--- src/rtl/linear_weight_update_pkg.sv ---
// fpu_defines: tensor-header constants and FSM state encoding shared by linear_weight_update.
package fpu_defines;
  localparam logic [31:0] TENSOR_NDIMS_2D = 32'd2;
  localparam int HDR_NDIMS = 0;
  localparam int HDR_DIM0  = 1;
  localparam int HDR_DIM1  = 2;
  typedef enum logic [3:0] {
    ST_IDLE,
    ST_HDR,
    ST_D0,
    ST_D1,
    ST_WH0,
    ST_WH1,
    ST_WH2,
    ST_CHK,
    ST_LD,
    ST_WB,
    ST_DONE,
    ST_ERR
  } wu_state_e;
endpackage

--- src/rtl/linear_weight_update_sgd_elem_update.sv ---
// sgd_elem_update: w - (g >>> LR_SHIFT); saturates on signed overflow when LINEAR_WUPDATE_SATURATE_EN is defined.
module sgd_elem_update
  import fpu_defines::*;
#(
  parameter int LR_SHIFT = 4
) (
  input  logic [31:0] wv_i,
  input  logic [31:0] gv_i,
  output logic [31:0] result_o
);
  logic [31:0] step;
  logic [31:0] diff;
  assign step = $signed(gv_i) >>> LR_SHIFT;
  assign diff = wv_i - step;
`ifdef LINEAR_WUPDATE_SATURATE_EN
  logic ovf;
  // overflow only when operands differ in sign and the result left w's sign
  assign ovf      = (wv_i[31] != step[31]) && (diff[31] != wv_i[31]);
  assign result_o = ovf ? (wv_i[31] ? 32'h8000_0000 : 32'h7fff_ffff) : diff;
`else
  assign result_o = diff;
`endif
endmodule

--- src/rtl/linear_weight_update.sv ---
// linear_weight_update: SGD update u = w - (g >>> LR_SHIFT) over 2-D tensors in memory.
// Build option: LINEAR_WUPDATE_SATURATE_EN selects saturating subtraction.
module linear_weight_update
  import fpu_defines::*;
#(
  parameter int LR_SHIFT  = 4,
  parameter int MAX_ELEMS = 65536
) (
  input  logic        clk,
  input  logic        rst_l,
  input  logic        go,
  output logic        done,
  output logic        err,
  output logic        w_r_en_o,
  output logic        w_w_en_o,
  output logic        w_avail_o,
  output logic [31:0] w_ptr_o,
  output logic [31:0] w_data_store_o,
  output logic        w_write_through_o,
  input  logic        w_done_i,
  input  logic [31:0] w_data_load_i,
  input  logic [31:0] w_region_begin_i,
  output logic        g_r_en_o,
  output logic        g_w_en_o,
  output logic        g_avail_o,
  output logic [31:0] g_ptr_o,
  output logic [31:0] g_data_store_o,
  output logic        g_write_through_o,
  input  logic        g_done_i,
  input  logic [31:0] g_data_load_i,
  input  logic [31:0] g_region_begin_i,
  output logic        u_r_en_o,
  output logic        u_w_en_o,
  output logic        u_avail_o,
  output logic [31:0] u_ptr_o,
  output logic [31:0] u_data_store_o,
  output logic        u_write_through_o,
  input  logic        u_done_i,
  input  logic [31:0] u_region_begin_i,
  input  logic [31:0] u_region_end_i
);
  wu_state_e   state_q, state_d;
  logic        w_req_q, w_req_d, g_req_q, g_req_d, u_req_q, u_req_d;
  logic        w_got_q, w_got_d, g_got_q, g_got_d, u_got_q, u_got_d;
  logic [31:0] w_ptr_q, w_ptr_d, g_ptr_q, g_ptr_d, u_ptr_q, u_ptr_d;
  logic [31:0] u_data_q, u_data_d;
  logic        u_wt_q, u_wt_d;
  logic [31:0] wv_q, wv_d, gv_q, gv_d;
  logic [31:0] dim0_q, dim0_d, dim1_q, dim1_d;
  logic [31:0] elem_q, elem_d;
  logic [31:0] total;
  logic [31:0] upd;
  logic        rd_ok, u_full, last_slot, too_big;
  sgd_elem_update #(.LR_SHIFT(LR_SHIFT)) u_elem (
    .wv_i     (wv_q),
    .gv_i     (gv_q),
    .result_o (upd)
  );
  assign total     = dim0_q * dim1_q;
  assign rd_ok     = w_got_q && g_got_q;
  assign u_full    = u_ptr_q >= u_region_end_i;
  assign last_slot = u_ptr_q == u_region_end_i - 32'd1;
  assign too_big   = ({32'd0, wv_q} * {32'd0, dim0_q}) > 64'(MAX_ELEMS);
  assign done              = (state_q == ST_DONE) || (state_q == ST_ERR);
  assign err               = state_q == ST_ERR;
  assign w_r_en_o          = w_req_q;
  assign w_w_en_o          = 1'b0;
  assign w_avail_o         = w_req_q;
  assign w_ptr_o           = w_ptr_q;
  assign w_data_store_o    = 32'd0;
  assign w_write_through_o = 1'b0;
  assign g_r_en_o          = g_req_q;
  assign g_w_en_o          = 1'b0;
  assign g_avail_o         = g_req_q;
  assign g_ptr_o           = g_ptr_q;
  assign g_data_store_o    = 32'd0;
  assign g_write_through_o = 1'b0;
  assign u_r_en_o          = 1'b0;
  assign u_w_en_o          = u_req_q;
  assign u_avail_o         = u_req_q;
  assign u_ptr_o           = u_ptr_q;
  assign u_data_store_o    = u_data_q;
  assign u_write_through_o = u_wt_q;
  always_comb begin
    state_d = state_q;
    w_req_d = w_req_q;
    g_req_d = g_req_q;
    u_req_d = u_req_q;
    w_got_d = w_got_q;
    g_got_d = g_got_q;
    u_got_d = u_got_q;
    w_ptr_d = w_ptr_q;
    g_ptr_d = g_ptr_q;
    u_ptr_d = u_ptr_q;
    u_data_d = u_data_q;
    u_wt_d = u_wt_q;
    wv_d = wv_q;
    gv_d = gv_q;
    dim0_d = dim0_q;
    dim1_d = dim1_q;
    elem_d = elem_q;
    // each handle completes independently; the FSM below acts once the got flags say so
    if (w_req_q && w_done_i) begin
      w_req_d = 1'b0;
      w_got_d = 1'b1;
      w_ptr_d = w_ptr_q + 32'd1;
      wv_d = w_data_load_i;
    end
    if (g_req_q && g_done_i) begin
      g_req_d = 1'b0;
      g_got_d = 1'b1;
      g_ptr_d = g_ptr_q + 32'd1;
      gv_d = g_data_load_i;
    end
    if (u_req_q && u_done_i) begin
      u_req_d = 1'b0;
      u_got_d = 1'b1;
      u_ptr_d = u_ptr_q + 32'd1;
      u_wt_d = 1'b0;
    end
    case (state_q)
      ST_IDLE: if (go) begin
        state_d = ST_HDR;
        w_ptr_d = w_region_begin_i;
        g_ptr_d = g_region_begin_i;
        u_ptr_d = u_region_begin_i;
        w_req_d = 1'b1;
        g_req_d = 1'b1;
        elem_d = 32'd0;
      end
      ST_HDR: if (rd_ok) begin
        w_got_d = 1'b0;
        g_got_d = 1'b0;
        state_d = (wv_q != TENSOR_NDIMS_2D || gv_q != TENSOR_NDIMS_2D) ? ST_ERR : ST_D0;
        w_req_d = state_d == ST_D0;
        g_req_d = state_d == ST_D0;
      end
      ST_D0: if (rd_ok) begin
        w_got_d = 1'b0;
        g_got_d = 1'b0;
        state_d = (wv_q != gv_q) ? ST_ERR : ST_D1;
        w_req_d = state_d == ST_D1;
        g_req_d = state_d == ST_D1;
        dim0_d = wv_q;
      end
      ST_D1: if (rd_ok) begin
        w_got_d = 1'b0;
        g_got_d = 1'b0;
        state_d = (wv_q != gv_q || too_big || u_full) ? ST_ERR : ST_WH0;
        dim1_d = wv_q;
        u_req_d = state_d == ST_WH0;
        u_data_d = TENSOR_NDIMS_2D;
        u_wt_d = (state_d == ST_WH0) && last_slot;
      end
      ST_WH0: if (u_got_q) begin
        u_got_d = 1'b0;
        state_d = u_full ? ST_ERR : ST_WH1;
        u_req_d = !u_full;
        u_data_d = dim0_q;
        u_wt_d = !u_full && last_slot;
      end
      ST_WH1: if (u_got_q) begin
        u_got_d = 1'b0;
        state_d = u_full ? ST_ERR : ST_WH2;
        u_req_d = !u_full;
        u_data_d = dim1_q;
        u_wt_d = !u_full && (last_slot || total == 32'd0);
      end
      ST_WH2: if (u_got_q) begin
        u_got_d = 1'b0;
        state_d = ST_CHK;
      end
      ST_CHK: begin
        state_d = (elem_q == total) ? ST_DONE : (u_full ? ST_ERR : ST_LD);
        w_req_d = state_d == ST_LD;
        g_req_d = state_d == ST_LD;
      end
      ST_LD: if (rd_ok) begin
        w_got_d = 1'b0;
        g_got_d = 1'b0;
        state_d = ST_WB;
        u_req_d = 1'b1;
        u_data_d = upd;
        u_wt_d = last_slot || (elem_q == total - 32'd1);
      end
      ST_WB: if (u_got_q) begin
        u_got_d = 1'b0;
        elem_d = elem_q + 32'd1;
        state_d = ST_CHK;
      end
      ST_DONE, ST_ERR: if (!go) state_d = ST_IDLE;
      default: state_d = ST_IDLE;
    endcase
  end
  always_ff @(posedge clk) begin
    if (rst_l) begin
      state_q <= ST_IDLE;
      w_req_q <= 1'b0;
      g_req_q <= 1'b0;
      u_req_q <= 1'b0;
      w_got_q <= 1'b0;
      g_got_q <= 1'b0;
      u_got_q <= 1'b0;
      w_ptr_q <= 32'd0;
      g_ptr_q <= 32'd0;
      u_ptr_q <= 32'd0;
      u_data_q <= 32'd0;
      u_wt_q <= 1'b0;
      wv_q <= 32'd0;
      gv_q <= 32'd0;
      dim0_q <= 32'd0;
      dim1_q <= 32'd0;
      elem_q <= 32'd0;
    end else begin
      state_q <= state_d;
      w_req_q <= w_req_d;
      g_req_q <= g_req_d;
      u_req_q <= u_req_d;
      w_got_q <= w_got_d;
      g_got_q <= g_got_d;
      u_got_q <= u_got_d;
      w_ptr_q <= w_ptr_d;
      g_ptr_q <= g_ptr_d;
      u_ptr_q <= u_ptr_d;
      u_data_q <= u_data_d;
      u_wt_q <= u_wt_d;
      wv_q <= wv_d;
      gv_q <= gv_d;
      dim0_q <= dim0_d;
      dim1_q <= dim1_d;
      elem_q <= elem_d;
    end
  end
endmodule

--- config.mk ---
export PLATFORM = sky130hd
export DESIGN_NAME = linear_weight_update
export DESIGN_NICKNAME = d
export VERILOG_FILES = /design/src/rtl/linear_weight_update_pkg.sv /design/src/rtl/linear_weight_update_sgd_elem_update.sv /design/src/rtl/linear_weight_update.sv
export SDC_FILE = /design/constraint.sdc
export NUM_CORES = 2
export LEC_CHECK = 0
export BUFFER_PORTS_ARGS = -buffer_cell sky130_fd_sc_hd__buf_2
export CORE_MARGIN = 4
export CORE_UTILIZATION = 50
export DETAILED_ROUTE_END_ITERATION = 10
export PLACE_DENSITY_LB_ADDON = 0.3
export SYNTH_ARGS = -nofsm -noshare
export SYNTH_HDL_FRONTEND = slang
export SYNTH_SLANG_ARGS = --single-unit
--- constraint.sdc ---
create_clock -name clk -period 9.85 [get_ports clk]
set_clock_uncertainty 0.05 [all_clocks]
set_input_delay 0.4925 -clock clk [delete_from_list [all_inputs] [get_ports clk]]
set_output_delay 0.4925 -clock clk [all_outputs]
set_load 0.01 [all_outputs]
* Word level (Yosys, flattened, before mapping) *
Index checks and enable logic that the tools add are counted.
Widths: inputs -> output; s select.

word-level totals
  register bits after elaboration = 299
  word-level logic and storage cells = 151
  output and inout bits = 206
  input port bits = 198

cells by class
  multiply operators = 2
  reductions and logical operators = 28
  order comparisons = 2
  muxes and demuxes = 64
  equality and inequality tests = 31
  add/subtract/negate cells = 7

operators by type and width
  operator               count
  $mux 32                15
  $add 32x1->32 const B  4
  $pmux 32 s4            1
  $eq 32x32->1           3
  $gt 64x17->1 const B   1
  $mul 32x32->64         1
  $ne 32x2->1 const B    2
  $pmux 32 s2            1
  $sub 32x1->32 const B  2
  $mux 4                 14
  $pmux 4 s10            1
  $ge 32x32->1           1
  $logic_not 32->1       1
  $mul 32x32->32         1
  $ne 32x32->1           1
  $sub 32x32->32         1
  $mux 1                 26
  $eq 4x3->1 const B     5
  $eq 4x4->1 const B     5
  $ne 2x2->1 const B     9
  $eq 4x2->1 const B     4
  $pmux 1 s4             3
  $reduce_and 9->1       1
  $reduce_or 4->1        2
  other kinds (14)       29

* Longest topological paths before layout *
  depth in word-level cells = 9
  mapped depth = 34
  gate-level depth less buffers = 29

* By module *
From an unflattened synthesis, not the netlist that was laid out.

second synthesis, totals
  cells, all modules = 8149
  area, all modules = 68778.5 um2

by module, submodules not included
  module                instances  area each (um2)  seq. area each (um2)  cells each
  linear_weight_update  1          66985.5          5985.7                7886
  sgd_elem_update       1          1793.0           0.0                   263

* Worst setup path before layout *
OpenSTA, ideal clock, no wires.

  kind = register to register
  from = register dim0_q[16]
  to = register u_wt_q, in the netlist u_write_through_o
  period minus slack after synthesis = 8.431 ns
  data arrival time = 8.293 ns
  stages on the path, launching flop included = 33
  buffers on the path = 4
  library setup time = 0.088 ns
  data required time = 9.712 ns
  path slack = 1.419 ns
  path through = dfxtp_1 > clkbuf_1 > clkbuf_1 > and2_1 > fa_1 > inv_1 > fa_1 > inv_1 > fa_1 > inv_1 > fa_1 > fa_1 > inv_1 > fa_1 > inv_1 > fa_1 > fa_1 > inv_1 > ha_1 > clkbuf_1 > nand2_1 > o31ai_1 > nand2_1 > a31oi_1 > xor2_1 > or4b_4 > a211o_1 > buf_2 > nand4bb_1 > xnor2_1 > nor4_1 > a41oi_1 > nor4_2

on the way
  longest elaborated chain between the ends = 9
  elaborated cells on any way between the ends = 18
  those cells by class = add/sub (1); mul (2); order compare (1); eq/ne (2); mux (5); reduce/logical (7)

RTL lines
  what                            line                         RTL
  start, declared                 linear_weight_update.sv:49   logic [31:0] dim0_q, dim0_d, dim1_q, dim1_d;
  start signal, assigned          linear_weight_update.sv:229  dim0_q <= dim0_d;
  $mul 32x32->64                  linear_weight_update.sv:63   assign too_big = ({32'd0, wv_q} * {32'd0, dim0_q}) > 64'(MAX_ELEMS);
  $gt 64x17->1                    linear_weight_update.sv:63
  $logic_or 1x1->1 (2 in series)  linear_weight_update.sv:149  state_d = (wv_q != gv_q || too_big || u_full) ? ST_ERR : ST_WH0;
  $mux 4                          linear_weight_update.sv:149
  $eq 4x3->1                      linear_weight_update.sv:153  u_wt_d = (state_d == ST_WH0) && last_slot;
  $logic_and 1x1->1               linear_weight_update.sv:153
  $mux 1                          linear_weight_update.sv:146  ST_D1: if (rd_ok) begin
  $pmux 1 s4 *                    linear_weight_update.sv:121  case (state_q)
  end signal, assigned            linear_weight_update.sv:226  u_wt_q <= u_wt_d;
  end, declared                   linear_weight_update.sv:47   logic u_wt_q, u_wt_d;

Every way passes the cells marked *; elsewhere a longest branch is shown, timed or not.
A chain may end at the register's enable or synchronous reset.

* Worst setup path after layout *
  from = register wv_q[18]
  to = register u_wt_q, in the netlist u_write_through_o

on the way
  longest elaborated chain between the ends = 9
  elaborated cells on any way between the ends = 10
  those cells by class = mul (1); order compare (1); eq/ne (2); mux (3); reduce/logical (3)

RTL lines
  what                              line                         RTL
  start, declared                   linear_weight_update.sv:48   logic [31:0] wv_q, wv_d, gv_q, gv_d;
  start signal, assigned            linear_weight_update.sv:227  wv_q <= wv_d;
  $mul 32x32->64                    linear_weight_update.sv:63
  $gt 64x17->1                      linear_weight_update.sv:63
  $logic_or 1x1->1 * (2 in series)  linear_weight_update.sv:149
  $mux 4 *                          linear_weight_update.sv:149
  $eq 4x3->1 *                      linear_weight_update.sv:153
  $logic_and 1x1->1 *               linear_weight_update.sv:153
  $mux 1 *                          linear_weight_update.sv:146
  $pmux 1 s4 *                      linear_weight_update.sv:121

Marks and branches as above.

==> run_results.csv <==
group,metric,value,unit
sta,clock.fmax,0.104,GHz
placed_design,dp.cells,10200,
clocking,ctsLongestPathBuffers,3,
yosys,syn_inst,8324,
cells_and_area,multi_input_area,56800,sq um
placed_design,finalWeightedCongestion,1.00,
drt,drc,0,
drt,drt_iter0_markers,5170,
clocking,cts_max_level,2,
sta,rsz0062_at_grt,"no",
sta,finalSetupViolations,0,
worst_hold_path,hp-class,"in2reg",
cells_and_area,fillers,13000,
global_routing,grt_antenna_before_repair,14,
floorplan,top_level_ports,404,
yosys,synth_warnings,0,
setup_path,worstSetupEndpointType,"flop",
clocking,numCtsBuffers,35,
clocking,cts_root_buffer,"clkbuf_16",
yosys,yosys.area_share.simple,20.8,%
clocking,cts_tree,"yes",
sta,worst_slew_pin_slew,1100,ps
cells_and_area,layoutNonFillerInstCount,10300,
job,max-cap-violations,0,
placed_design,pre_cts_slack,9.08,ps
drt,vias_per_cell,5.71,
drt,wl_per_cell,21.5,um
clocking,clkLatencyLatePin,580,ps
sta,whs,96.1,ps
yosys,synth_top_family_by_area,"adder cells",
floorplan,die_w,382,um
global_routing,grt_usage,30.2,%
yosys,synthAdderAreaFrac,45.4,%
clocking,cts.sinks,299,
placed_design,dpl.hpwl,176000,um
sta,finalHoldViolCount,0,
cells_and_area,layout.nets,10300,
drt,firstDrtPassIters,6,
yosys,synth.mux.area_fraction,0.682,%
yosys,yosysSeqAreaShare,8.54,%
yosys,synthTopCellsByArea,"fa_1 (37%), dfxtp_1 (8.5%), ha_1 (8.1%)",
drt,ant_nets,0,
cells_and_area,layout-drive-gt1-share,8.80,%
yosys,synth-compound-area-share,8.94,%
floorplan,rows,137,
power,p_leak,0.0346,uW
global_routing,grt_pass1_wl,348000,um
drt,wirelength,222000,um
sta,final.period_utilization,97.7,%
yosys,synth_flop_cell,"dfxtp_1",
setup_path,path_class,"reg2reg",
yosys,synth.top_cell.area_share,37.3,%
clocking,cts_hold_buffers,0,
yosys,yosysMostFrequentCell,"inv_1",
yosys,synth_area,70100,sq um
yosys,async_reset_ff_share,0,%
setup_path,cp.arrival,10050,ps
global_routing,grt_max_degree,128,
yosys,synth_enable_flop_cells,0,
yosys,syn_avg_cell_area,8.42,sq um
setup_path,critPathMaxFanout,24,
sta,slew_headroom,26.3,%
power,finalPower,5010,uW
placed_design,numPortBuffers,334,
setup_path,required,10270,ps
floorplan,die_area,146000,sq um
sta,tns,0,ps
floorplan,floorplan.die.height,382,um
sta,drv_slew,0,
yosys,yosysTopAreaCell,"fa_1",
global_routing,grt_overflow,0,
sta,finalCriticalPeriod,9620,ps
outcome,status,"finished clean",
cells_and_area,area_growth,7.18,%
sta,worst_slack,225,ps
yosys,synth.distinct_cells,101,
drt,vias,58800,
yosys,synth_xor_xnor_area_share,4.72,%
clocking,clkSlewWorstSetupHoldPaths,70,ps
yosys,yosys_register_bits,299,
setup_path,startpoint_type,"flop",
global_routing,grt_pass1_vias,61000,
floorplan,core,139000,sq um
floorplan,start_util,50.3,%
power,peakVddDrop,0.142,mV
power,power_density,66.8,nW/um^2
cells_and_area,regArea,6130,sq um
yosys,synth_common_cells,"inv_1 (1348), fa_1 (1305), nand2_1 (1210)",
[critical path: stages, from the launching register on]
cell and delay [ps]:
dfxtp_2 880, nand2_1 210, fa_1 570, fa_1 580, fa_1 580, fa_1 530, inv_1 50, fa_1 550
fa_1 430, fa_1 520, fa_1 420, ha_1 380, a21oi_1 520, o211ai_1 180, o2111ai_1 170, a21oi_1 190
o21a_1 280, a22oi_1 450, nand4_1 330, nor4_1 420, nand4_1 200, nor4_2 290, buf_4 260, a21oi_1 130
nor4_2 300
[stage by stage]
step	util [%]	cell area, sq um
after CTS	53.7	74900
after global routing	53.9	75100
after floorplan	-	70300
after global placement	52.9	73700
final	53.9	75100
after detailed placement	52.9	73700
[cell families (layout without fill, tap and decap cells)]
logic type / Yosys count / count (layout)
AO/OA/AOI/OAI: 944 / 944
other: 1 / 78
buffers and inverters: 1954 / 1968
multiplexers: 47 / 47
XOR/XNOR: 366 / 366
AND/OR/NAND/NOR: 2952 / 2952
flip-flops: 299 / 299
adder cells (fa/ha/maj): 1761 / 1761
[path summary, 6_finish.rpt]
path                           start            endpoint  slack (ps)  depth (start not counted)
setup reg to reg            wv_q[18]   u_write_through_o         230                         24
hold reg to reg   u_data_store_o[30]  u_data_store_o[30]         410                          2
setup / recovery            wv_q[18]   u_write_through_o         230                         24
hold / removal      w_data_load_i[2]             wv_q[2]         100                          3
[routing by layer]
metal  vias up  GRT usage, %  wire (um)
li1      25900             -          -
met1     29600          41.4      90900
met2      2758          47.8     101000
met3       519          6.08      20000
met4         0          10.9       9580
met5         -             0          0
[final cells by class]
| type | instances | share of cell area, % |
|---|---|---|
| clock buffer | 44 | 1.26 |
| timing repair buffer | 557 | 4.69 |
| multi-input combinational | 6139 | 75.6 |
| inverter | 1348 | 6.74 |
| sequential | 299 | 8.17 |
| clock inverter | 19 | 0.348 |
| antenna | 9 | 0.0300 |
| tap | 1876 | 3.13 |
[where the power goes]
group / total [uW] / internal [uW] / switching (uW)
combinational: 1840 / 727 / 1120
clock: 1410 / 805 / 606
sequential: 1760 / 1370 / 383
[cell usage in the layout (no fill, tap or decap), drive strengths merged, types with 55 or more instances in the layout]
master / n
a211oi: 125
a21o: 60
a21oi: 293
and2: 855
buf: 556
conb: 69
dfxtp: 299
fa: 1305
ha: 456
inv: 1352
nand2: 1210
nand3: 107
nand4: 83
nor2: 346
nor3: 67
nor4: 55
o21ai: 118
xnor2: 224
xor2: 136
[registers in the layout (all words and copies together), names as in the netlist, 4 cells and up]
signal	count
gv_q	32
state_q	4
dim1_q	32
dim0_q	32
u_ptr_o	32
wv_q	32
u_data_store_o	32
elem_q	32
g_ptr_o	32
w_ptr_o	32
[what timing repair did]
item,CTS,global route
gates resized for setup,5,37
setup endpoints to repair,1,6
setup buffers,0,4
Power figures use the tool's default switching activity.
